[config.mk]
export PLATFORM = sky130hd
export DESIGN_NAME = codeword_deserializer
export DESIGN_NICKNAME = d
export VERILOG_FILES = /design/src/rtl/codeword_deserializer_pkg.sv /design/src/rtl/codeword_deserializer_pin_sync.sv /design/src/rtl/codeword_deserializer.sv
export SDC_FILE = /design/constraint.sdc
export NUM_CORES = 1
export LEC_CHECK = 0
export ABC_AREA = 1
export BUFFER_PORTS_ARGS = -buffer_cell sky130_fd_sc_hd__buf_2
export CORE_MARGIN = 4
export CORE_UTILIZATION = 53
export CTS_CLUSTER_SIZE = 16
export DETAILED_ROUTE_END_ITERATION = 8
export GPL_ROUTABILITY_DRIVEN = 0
export PLACE_DENSITY = 0.75
export SLEW_MARGIN = 20
export SYNTH_ARGS = -nofsm -noshare
export SYNTH_HDL_FRONTEND = slang
export SYNTH_SLANG_ARGS = --single-unit
[constraint.sdc]
create_clock -name clock -period 1.95 [get_ports clock]
set_clock_uncertainty 0.2 [all_clocks]
set_input_delay 0.39 -clock clock [delete_from_list [all_inputs] [get_ports clock]]
set_output_delay 0.39 -clock clock [all_outputs]
set_load 0.02 [all_outputs]
[src/rtl/codeword_deserializer_pkg.sv]
// Shared constants and types for the codeword deserializer.
// Latency: n/a (declarations only).
// Backpressure: n/a.
package codeword_deserializer_pkg;

  // Default codeword width handed to the downstream decoder.
  localparam int CODE_W_DEF = 7;

  // Bit counter width for the default codeword width.
  localparam int CNT_W_DEF = $clog2(CODE_W_DEF);

  // Collection / presentation state.
  //   ST_IDLE  : no frame in progress, nothing presented
  //   ST_SHIFT : collecting bits of a frame, nothing presented
  //   ST_HOLD  : a word is presented on code; collection of a following
  //              frame may still be running underneath
  typedef enum logic [1:0] {
    ST_IDLE  = 2'd0,
    ST_SHIFT = 2'd1,
    ST_HOLD  = 2'd2
  } state_e;

  // Counter width for an arbitrary codeword width; a one-bit word still
  // gets a one-bit counter so the declaration never collapses to zero width.
  function automatic int cnt_width(input int w);
    return (w > 1) ? $clog2(w) : 1;
  endfunction

endpackage

[src/rtl/codeword_deserializer_pin_sync.sv]
// Multi-flop synchronizer for one asynchronous pad input.
// Latency: STAGES clock cycles from pad to q.
// Backpressure: none; free-running sampler.
//
// Ports:
//   clock   - destination clock
//   reset_n - asynchronous active-low reset, forces every stage to 0
//   d       - asynchronous pad input
//   q       - synchronized output
module pin_sync #(
  parameter int STAGES = 2  // legal range 2..4
) (
  input  logic clock,
  input  logic reset_n,
  input  logic d,
  output logic q
);

  logic [STAGES-1:0] sync_q;

  always_ff @(posedge clock or negedge reset_n) begin
    if (!reset_n) begin
      sync_q <= '0;
    end else begin
      sync_q <= {sync_q[STAGES-2:0], d};
    end
  end

  assign q = sync_q[STAGES-1];

endmodule

[src/rtl/codeword_deserializer.sv]
// Collects LSB-first serial pad bits into CODE_W-bit words for the decoder.
// Latency: SYNC_STAGES+1 clock cycles from the final pad ser_clk edge to code_valid.
// Backpressure: valid/ready on code; a word completing while one is still held is dropped and flagged in overrun.
//
// Ports:
//   clock, reset_n                 - system clock, asynchronous active-low reset
//   ser_clk, ser_data, ser_frame   - asynchronous pad inputs (bit clock, data, frame enable)
//   code, code_valid, code_ready   - presented word and its handshake
//   overrun, clr_ovr               - sticky dropped-word flag and its synchronous clear
module codeword_deserializer
  import codeword_deserializer_pkg::*;
#(
  parameter int CODE_W      = CODE_W_DEF,
  parameter int SYNC_STAGES = 2
) (
  input  logic              clock,
  input  logic              reset_n,
  input  logic              ser_clk,
  input  logic              ser_data,
  input  logic              ser_frame,
  output logic [CODE_W-1:0] code,
  output logic              code_valid,
  input  logic              code_ready,
  output logic              overrun,
  input  logic              clr_ovr
);

  localparam int                CNT_W    = cnt_width(CODE_W);
  localparam logic [CNT_W-1:0]  LAST_BIT = CNT_W'(CODE_W - 1);

  // ---------------------------------------------------------------------------
  // Pad synchronization
  // ---------------------------------------------------------------------------
  logic clk_s;
  logic data_s;
  logic frame_s;

  pin_sync #(.STAGES(SYNC_STAGES)) u_sync_clk (
    .clock   (clock),
    .reset_n (reset_n),
    .d       (ser_clk),
    .q       (clk_s)
  );

  pin_sync #(.STAGES(SYNC_STAGES)) u_sync_data (
    .clock   (clock),
    .reset_n (reset_n),
    .d       (ser_data),
    .q       (data_s)
  );

  pin_sync #(.STAGES(SYNC_STAGES)) u_sync_frame (
    .clock   (clock),
    .reset_n (reset_n),
    .d       (ser_frame),
    .q       (frame_s)
  );

  // ---------------------------------------------------------------------------
  // State
  // ---------------------------------------------------------------------------
  state_e            state;
  state_e            state_nxt;
  logic              clk_prev;
  logic [CNT_W-1:0]  bit_cnt;
  logic [CODE_W-1:0] shreg;

  logic              bit_evt;
  logic              in_frame;
  logic              word_done;
  logic              word_drop;
  logic [CODE_W:0]   shift_cat;
  logic [CODE_W-1:0] shift_nxt;

  // clk_prev resets to 0 together with the synchronizer, so the first
  // post-reset sample (also 0) can never look like a rising edge.
  assign bit_evt = clk_s & ~clk_prev;

  // Bits are only collected once the FSM has left IDLE; the cycle spent in
  // IDLE seeing frame_s high is the cycle that clears the shifter.
  assign in_frame = (state != ST_IDLE) & frame_s;

  // New bit enters at the top and the word moves toward bit 0, so after
  // CODE_W events the first bit received sits in code[0].
  assign shift_cat = {data_s, shreg};
  assign shift_nxt = shift_cat[CODE_W:1];

  assign word_done = in_frame & bit_evt & (bit_cnt == LAST_BIT);

  // A held word that is not leaving this cycle blocks the new one.
  assign word_drop = word_done & code_valid & ~code_ready;

  assign code_valid = (state == ST_HOLD);

  always_comb begin
    state_nxt = state;
    case (state)
      ST_IDLE: begin
        if (frame_s) state_nxt = ST_SHIFT;
      end
      ST_SHIFT: begin
        if (word_done)     state_nxt = ST_HOLD;
        else if (!frame_s) state_nxt = ST_IDLE;
      end
      ST_HOLD: begin
        // A completing word keeps HOLD whether it replaces the transferred
        // word or is dropped; otherwise a transfer returns to collecting
        // (if a frame is still open) or to idle.
        if (word_done)       state_nxt = ST_HOLD;
        else if (code_ready) state_nxt = frame_s ? ST_SHIFT : ST_IDLE;
      end
      default: state_nxt = ST_IDLE;
    endcase
  end

  always_ff @(posedge clock or negedge reset_n) begin
    if (!reset_n) begin
      state    <= ST_IDLE;
      clk_prev <= 1'b0;
      bit_cnt  <= '0;
      shreg    <= '0;
    end else begin
      state    <= state_nxt;
      clk_prev <= clk_s;
      if (in_frame) begin
        if (bit_evt) begin
          shreg   <= shift_nxt;
          bit_cnt <= (bit_cnt == LAST_BIT) ? '0 : bit_cnt + 1'b1;
        end
      end else begin
        // Outside a frame (or frame dropped mid-word) any partial word is lost.
        shreg   <= '0;
        bit_cnt <= '0;
      end
    end
  end

  // ---------------------------------------------------------------------------
  // Output word and overrun flag
  // ---------------------------------------------------------------------------
  always_ff @(posedge clock or negedge reset_n) begin
    if (!reset_n) begin
      code    <= '0;
      overrun <= 1'b0;
    end else begin
      if (word_done && !word_drop) begin
        code <= shift_nxt;
      end
      // Set wins over a coincident clear.
      if (word_drop) begin
        overrun <= 1'b1;
      end else if (clr_ovr) begin
        overrun <= 1'b0;
      end
    end
  end

endmodule

==> results of run 1 <==
## worst max-delay path: stages (launching register included)
cell     delay [ps]
dfrtp_1         410
inv_1            70
nand2_1          70
inv_1           100
buf_2           180
## per-layer routing
layer	up-vias	global-route usage	routed length, um
li1	349	-	-
met1	341	0.213	789
met2	19	0.234	722
met3	4	0.0287	102
met4	0	0.0917	29
met5	-	0	0
## cell usage in the layout, fill, tap and decap left out, types with 3 or more instances in the layout
master         instances
buf_2                 15
clkbuf_4               3
dfrtp_1               26
dlygate4sd3_1          4
inv_1                 16
nand2_1               14
nand2_2                3
nand3_1                3
nor2_1                 5
o21ai_0                3
o21ai_2                7
o22ai_1               10
## power groups by stage
stage	registers (W)	logic (W)	clock network (W)
final	0.000573	0.000127	0.000266
after global routing	0.000578	0.000150	0.000298
after CTS	0.000573	0.000129	0.000280
after detailed placement	0.000583	0.000123	0
after global placement	0.000583	0.000117	0
after floorplan	0.000582	0.0000872	0
## area by class of cell
type / count / share of cell area
repair buffers: 19 / 0.0963
flip-flops and latches: 26 / 0.545
multi-input cells: 51 / 0.245
inverters: 18 / 0.0576
clock buffers: 4 / 0.0304
well taps: 25 / 0.0262
## final timing paths
path / from / end / slack (ps)
max: state[0] / code_valid / 210
min: clr_ovr / overrun / 40
max reg2reg: state[1] / bit_cnt[0] / 430
min reg2reg: u_sync_frame.sync_q[0] / u_sync_frame.sync_q[1] / 160
max in group asynchronous: reset_n / code[4] / 820
min in group asynchronous: reset_n / code[3] / 370
## sequential cells by signal, summed over array words and instances (netlist names)
signal,flops
bit_cnt,3
clk_prev,1
code,7
overrun,1
shreg,6
state,2
u_sync_clk.sync_q,2
u_sync_data.sync_q,2
u_sync_frame.sync_q,2
## what timing repair did
item / 4_1_cts / 5_1_grt
endpoints found under the hold margin: 29 / 0
endpoints found under the setup margin: 0 / 0
hold buffers: 4 / 0
## cell families (layout without fill, tap and decap cells)
| kind of cell | Yosys count | after routing | share of synthesized area |
|---|---|---|---|
| simple gates | 29 | 29 | 0.141 |
| flops | 26 | 26 | 0.636 |
| compound gates | 22 | 22 | 0.145 |
| buf+inv | 19 | 41 | 0.0782 |
## metrics by stage
step	total power (W)	utilization	setup WS, ps	hold WS [ps]
3_5_place_dp	0.000707	0.627	443	136
6_report	0.000966	0.670	215	43.5
2_1_floorplan	0.000669	-	589	-106
4_1_cts	0.000982	0.670	214	25.4
5_1_grt	0.00103	0.670	132	22.7
3_3_place_gp	0.000700	0.627	504	132
==> flow_summary.rst, run 1 <==
.. list-table::
   :header-rows: 1

   * - Metric
     - Value
   * - Global-route usage over all layers
     - 0.157
   * - WL final
     - 1640 um
   * - Share of the cycle needed by the critical path after routing
     - 0.890
   * - Master cell of the clock root buffer
     - clkbuf_4
   * - Number of storage elements in the synthesis netlist
     - 26
   * - Area added between synthesis and finish
     - 16.7%
   * - Critical Path Start Type
     - register
   * - Slew Viols, Final
     - 0
   * - Cells after synthesis
     - 96
   * - Highest net fanout along the worst path
     - 3
   * - Mapped Nets
     - about 100
   * - Antenna viol nets, final
     - 0
   * - Total net switching power
     - 0.000248 W
   * - Floorplan die width
     - 51.9 um
   * - Buffers inserted by post-CTS timing repair
     - 0
   * - Endpoints failing setup
     - 0
   * - Power density over cell area
     - 809 mW/mm2
   * - Cell area after synthesis
     - 0.00102 mm2
   * - Clock latency reported for the late side of the worst-skew pair
     - 320 ps
   * - EDFF count, synth
     - 0
   * - Number of instances in the placed design
     - ~140
   * - Final Hold Fails
     - 0
   * - Final critical delay including setup and external delays
     - ~1700 ps
   * - Maximum level of the CTS H-tree
     - 1
   * - Share of synthesized area occupied by flip-flops and latches
     - 0.636
   * - Ys flop type
     - dfrtp_1
   * - TritonCTS buffer count
     - 3
   * - Placed instance area
     - 0.00112 mm2
   * - Share of flip-flops with an asynchronous set or reset after synthesis
     - 1.00
   * - Type of the worst min-delay path
     - in2reg
   * - Area of the die
     - 0.00270 mm2
   * - Static leakage
     - 0.593 nW
   * - Most frequent cells after synthesis
     - dfrtp_1 (26), inv_1 (16), nand2_1 (14)
   * - Setup TNS after final layout
     - 0 ps
   * - Unrepaired setup endpoints after global routing
     - false
   * - Combined flip-flop and latch cell area
     - 651 um2
   * - DP Wirelength
     - 1180 um
   * - Clock edge transition at the registers on the reported setup and hold paths
     - 130 ps
   * - Most frequent cell after synthesis
     - dfrtp_1
   * - Area used by multi-input combinational logic
     - 293 um2
   * - Maximum Capacitance Violations
     - 0
   * - Non-filler instance count after layout
     - 143
   * - Combinational power share
     - 0.132
   * - Required time worst endpoint
     - 1360 ps
   * - Worst-margin pin slew
     - 617 ps
   * - Depth of the worst register-to-register path
     - 4
   * - Synthesis Warnings
     - 0
   * - Antenna cell count
     - 0
   * - Switching fraction of total power
     - 0.256
   * - Slew margin rel.
     - 0.586
   * - Worst ir drop on vdd
     - 0.000434 V
   * - Number of distinct library cells after synthesis
     - 18
   * - First-pass GRT wire length
     - between 3000 and 4000 um
   * - Synth area leader
     - dfrtp_1
   * - Highest clock frequency the design can meet
     - 576 MHz
   * - Area inside the core boundary
     - 0.00178 mm2
   * - Status
     - finished clean
   * - GR Overflow Total
     - 0
   * - IO Pins
     - 16
   * - Synthesized area per cell
     - 10.7 um2
   * - # port buffers
     - 15
   * - Pin count of the biggest net entering global routing
     - 27
   * - Fraction of layout instances using a drive strength above 1
     - 0.297
   * - Internal
     - 0.000718 W
   * - DR iter-0 viols
     - 8
   * - Clock Sinks
     - 26
   * - Part of the total power dissipated in sequential elements
     - 0.593
   * - Detailed-router iteration count before antenna repair
     - 4
   * - Vias
     - 713
   * - Critical path class
     - reg2out
   * - Mean number of vias per cell
     - about 5
   * - Area share of the largest cell type after synthesis
     - 0.636
   * - Antenna violations before repair
     - 0
   * - Hold Crit Depth
     - 2
   * - Design area
     - 0.00119 mm2
   * - Worst path arrival time
     - 1150 ps
   * - Endpoint class of the critical path
     - primary output
   * - Initial Util
     - 0.574
   * - Number of cells upsized or downsized after cts
     - 0
   * - Chip height
     - 51.9 um
   * - Clock tree from TritonCTS
     - yes
   * - Proportion of power drawn by the clock network
     - 0.275
   * - Final Net Count
     - 126
   * - Count of standard-cell rows
     - 15
   * - Routed wirelength normalized by instance count
     - between 10 and 15 um
   * - Maximum clock insertion buffer count
     - 2
   * - Layout filler cell count
     - 132
   * - Ranking of synthesized cells by area
     - dfrtp_1 (64%), o22ai_1 (6.1%), o21ai_2 (6.0%), inv_1 (5.9%), nand2_1 (5.1%)
   * - Number of global-route vias before repair
     - 707
   * - Number of remaining DRC errors
     - 0
Note: power is estimated with default switching activity, not from simulation.
==> run 2: changes to the inputs <==
Settings changed: BUFFER_PORTS_ARGS -buffer_cell sky130_fd_sc_hd__buf_2 to -buffer_cell sky130_fd_sc_hd__buf_4.
==> run 2 against run 1 <==
Fmax is 1.1% higher. Via count is 1.7% lower. Routed wire length is 1.2% higher. Clock-buffer cell count is 1 lower. Critical path depth stayed put. Die area stayed put. Worst setup slack better by 18 ps. Power is 10% higher. Worst hold slack worse by 6.7 ps. Register-to-register slack hardly changed.
==> flow_summary.rst, run 2 (synthesis results as in run 1) <==
.. list-table::
   :header-rows: 1

   * - Metric
     - Value
   * - Status
     - finished clean (unchanged)
   * - Number of global-route vias before repair
     - 652 (was 707)
   * - Crit path top cell by count
     - inv_1 (unchanged)
   * - Count of standard-cell rows
     - 15 (unchanged)
   * - # port buffers
     - 15 (unchanged)
   * - Slew Viols, Final
     - 0 (unchanged)
   * - Global-route usage over all layers
     - 0.146 (was 0.157)
   * - GR Overflow Total
     - 0 (unchanged)
   * - Critical path class
     - reg2out (unchanged)
   * - Antenna viol nets, final
     - 0 (unchanged)
   * - WL final
     - 1660 um (was 1640 um)
   * - Pin count of the biggest net entering global routing
     - 27 (unchanged)
   * - Static leakage
     - 0.604 nW (was 0.593 nW)
   * - Antenna violations before repair
     - 0 (unchanged)
   * - Chip height
     - 51.9 um (unchanged)
   * - Power density over cell area
     - 854 mW/mm2 (was 809 mW/mm2)
   * - Worst-margin pin slew
     - 596 ps (was 617 ps)
   * - Area added between synthesis and finish
     - 22.0% (was 16.7%)
   * - Fraction of layout instances using a drive strength above 1
     - 0.297 (unchanged)
   * - Total Power Consumption
     - 0.00107 W (was 0.000966 W)
   * - Master cell of the clock root buffer
     - clkbuf_4 (unchanged)
   * - Routed wirelength normalized by instance count
     - 11.6 um (was 11.5 um)
   * - Clock Sinks
     - 26 (unchanged)
   * - Antenna cell count
     - 0 (unchanged)
   * - Number of cells upsized or downsized after cts
     - 0 (unchanged)
   * - Most flop-heavy register
     - code (unchanged)
   * - Final Net Count
     - 126 (unchanged)
   * - Max FFs per register
     - 7 (unchanged)
   * - Endpoints failing setup
     - 0 (unchanged)
   * - Vias
     - 701 (was 713)
   * - Number of remaining DRC errors
     - 0 (unchanged)
   * - Critical Path Max Stage Delay
     - 420 ps (was 410 ps)
   * - Initial Util
     - 0.574 (unchanged)
   * - Detailed-router iteration count before antenna repair
     - 5 (was 4)
   * - Floorplan die width
     - 51.9 um (unchanged)
   * - Crit path cell chain
     - inv_1, nand2_1, inv_1, buf_4 (was inv_1, nand2_1, inv_1, buf_2)
   * - Highest net fanout along the worst path
     - 3 (unchanged)
   * - Clock latency reported for the late side of the worst-skew pair
     - 330 ps (was 320 ps)
   * - Area of the die
     - 0.00270 mm2 (unchanged)
   * - Final critical delay including setup and external delays
     - 1720 ps (was 1740 ps)
   * - Required time worst endpoint
     - 1360 ps (about the same)
   * - Unrepaired setup endpoints after global routing
     - false (unchanged)
   * - Type of the worst min-delay path
     - in2reg (unchanged)
   * - Setup TNS after final layout
     - 0 ps (unchanged)
   * - Clock edge transition at the registers on the reported setup and hold paths
     - 140 ps (was 130 ps)
   * - Maximum Capacitance Violations
     - 0 (unchanged)
   * - Final Hold Fails
     - 0 (unchanged)
   * - TritonCTS buffer count
     - 3 (unchanged)
   * - IO Pins
     - 16 (unchanged)
   * - Buffers inserted by post-CTS timing repair
     - 0 (unchanged)
   * - Maximum clock insertion buffer count
     - 2 (unchanged)
   * - Mean number of vias per cell
     - 4.90 (was 4.99)
   * - First-pass GRT wire length
     - 2790 um (was 3080 um)
   * - Critical Path Start Type
     - register (unchanged)
   * - Worst ir drop on vdd
     - 0.000693 V (was 0.000434 V)
   * - Commonest cells after routing, fill and taps aside
     - dfrtp_1 (26), inv_1 (16), buf_4 (15) (was dfrtp_1 (26), inv_1 (16), buf_2 (15))
   * - Most common cell after layout, fill and taps aside
     - dfrtp_1 (unchanged)
   * - Share of the core filled with cells in the final layout
     - 0.700 (was 0.670)
   * - Master of the slowest instance on the critical path
     - dfrtp_1 (unchanged)
   * - Maximum level of the CTS H-tree
     - 1 (unchanged)
   * - Area inside the core boundary
     - 0.00178 mm2 (unchanged)
   * - Largest regs
     - code: 7 flops, shreg: 6 flops, bit_cnt: 3 flops (unchanged)
   * - Worst path arrival time
     - 1130 ps (was 1150 ps)
   * - Number of hold-repair buffers added at the cts stage
     - 4 (unchanged)
   * - Share of the cycle needed by the critical path after routing
     - 0.880 (was 0.890)
   * - Clock tree from TritonCTS
     - yes (unchanged)
   * - Endpoint class of the critical path
     - primary output (unchanged)
   * - DP Wirelength
     - 1150 um (was 1180 um)
   * - Highest clock frequency the design can meet
     - 583 MHz (was 576 MHz)
   * - DR iter-0 viols
     - 31 (was 8)
   * - Slew margin rel.
     - 0.600 (was 0.586)
==> run 2: cell count changes in the layout (fill, tap and decap cells not counted) <==
| cell | delta |
|---|---|
| clkbuf_8 | -1 |
| bufinv_16 | +1 |
| buf_4 | +15 |
| buf_2 | -15 |
==> run 2: per-layer routing <==
metal / GRT usage / vias up / wire length [um]
met5: 0 / - / 0
met4: 0.0786 / 0 / 40
met3: 0.0258 / 5 / 108
met2: 0.230 / 24 / 770
met1: 0.191 / 321 / 745
li1: - / 351 / -
==> run 2: area by class of cell <==
cell class / instances / area [um2]
fillers: 137 / 534
clock inverters: 1 / 30.0
flip-flops and latches: 26 / 651
multi-input cells: 51 / 293
clock buffers: 3 / 22.5
well taps: 25 / 31.3
inverters: 18 / 68.8
repair buffers: 19 / 153
==> run 2: per-stage QoR <==
stage | hold slack (ps) | area [um2] | worst slack [ps] | instances
after global routing | 21.5 | 1250 | 158 | 143
after global placement | 106 | 1160 | 496 | 135
after CTS | 32.7 | 1250 | 225 | 143
final | 36.8 | 1250 | 233 | 143
after detailed placement | 109 | 1160 | 471 | 135
after floorplan | -106 | 1020 | 589 | 96
==> run 2: worst max-delay path, delay by kind of cell, from the launching register on <==
| kind | cells | cell delay (ps) |
|---|---|---|
| flops | 1 | 420 |
| buf+inv | 3 | 310 |
| simple gates | 1 | 70 |
==> run 2: where the power goes <==
part | internal, W | switching, W | total, W
Sequential | 0.000561 | 0.0000138 | 0.000575
Combinational | 0.0000465 | 0.0000828 | 0.000129
Clock | 0.000208 | 0.000155 | 0.000363
==> run 2: worst paths after layout <==
kind                                       startpoint                    end  slack (ps)  cells past startpoint
worst max-delay path                         state[0]             code_valid         230                      4
worst min-delay path                          clr_ovr                overrun          40                      2
worst max register to register               state[1]               shreg[5]         430                      4
worst min register to register  u_sync_data.sync_q[0]  u_sync_data.sync_q[1]         170                      0
max in group asynchronous                     reset_n               shreg[5]        1020                      2
min in group asynchronous                     reset_n               shreg[1]         280                      2
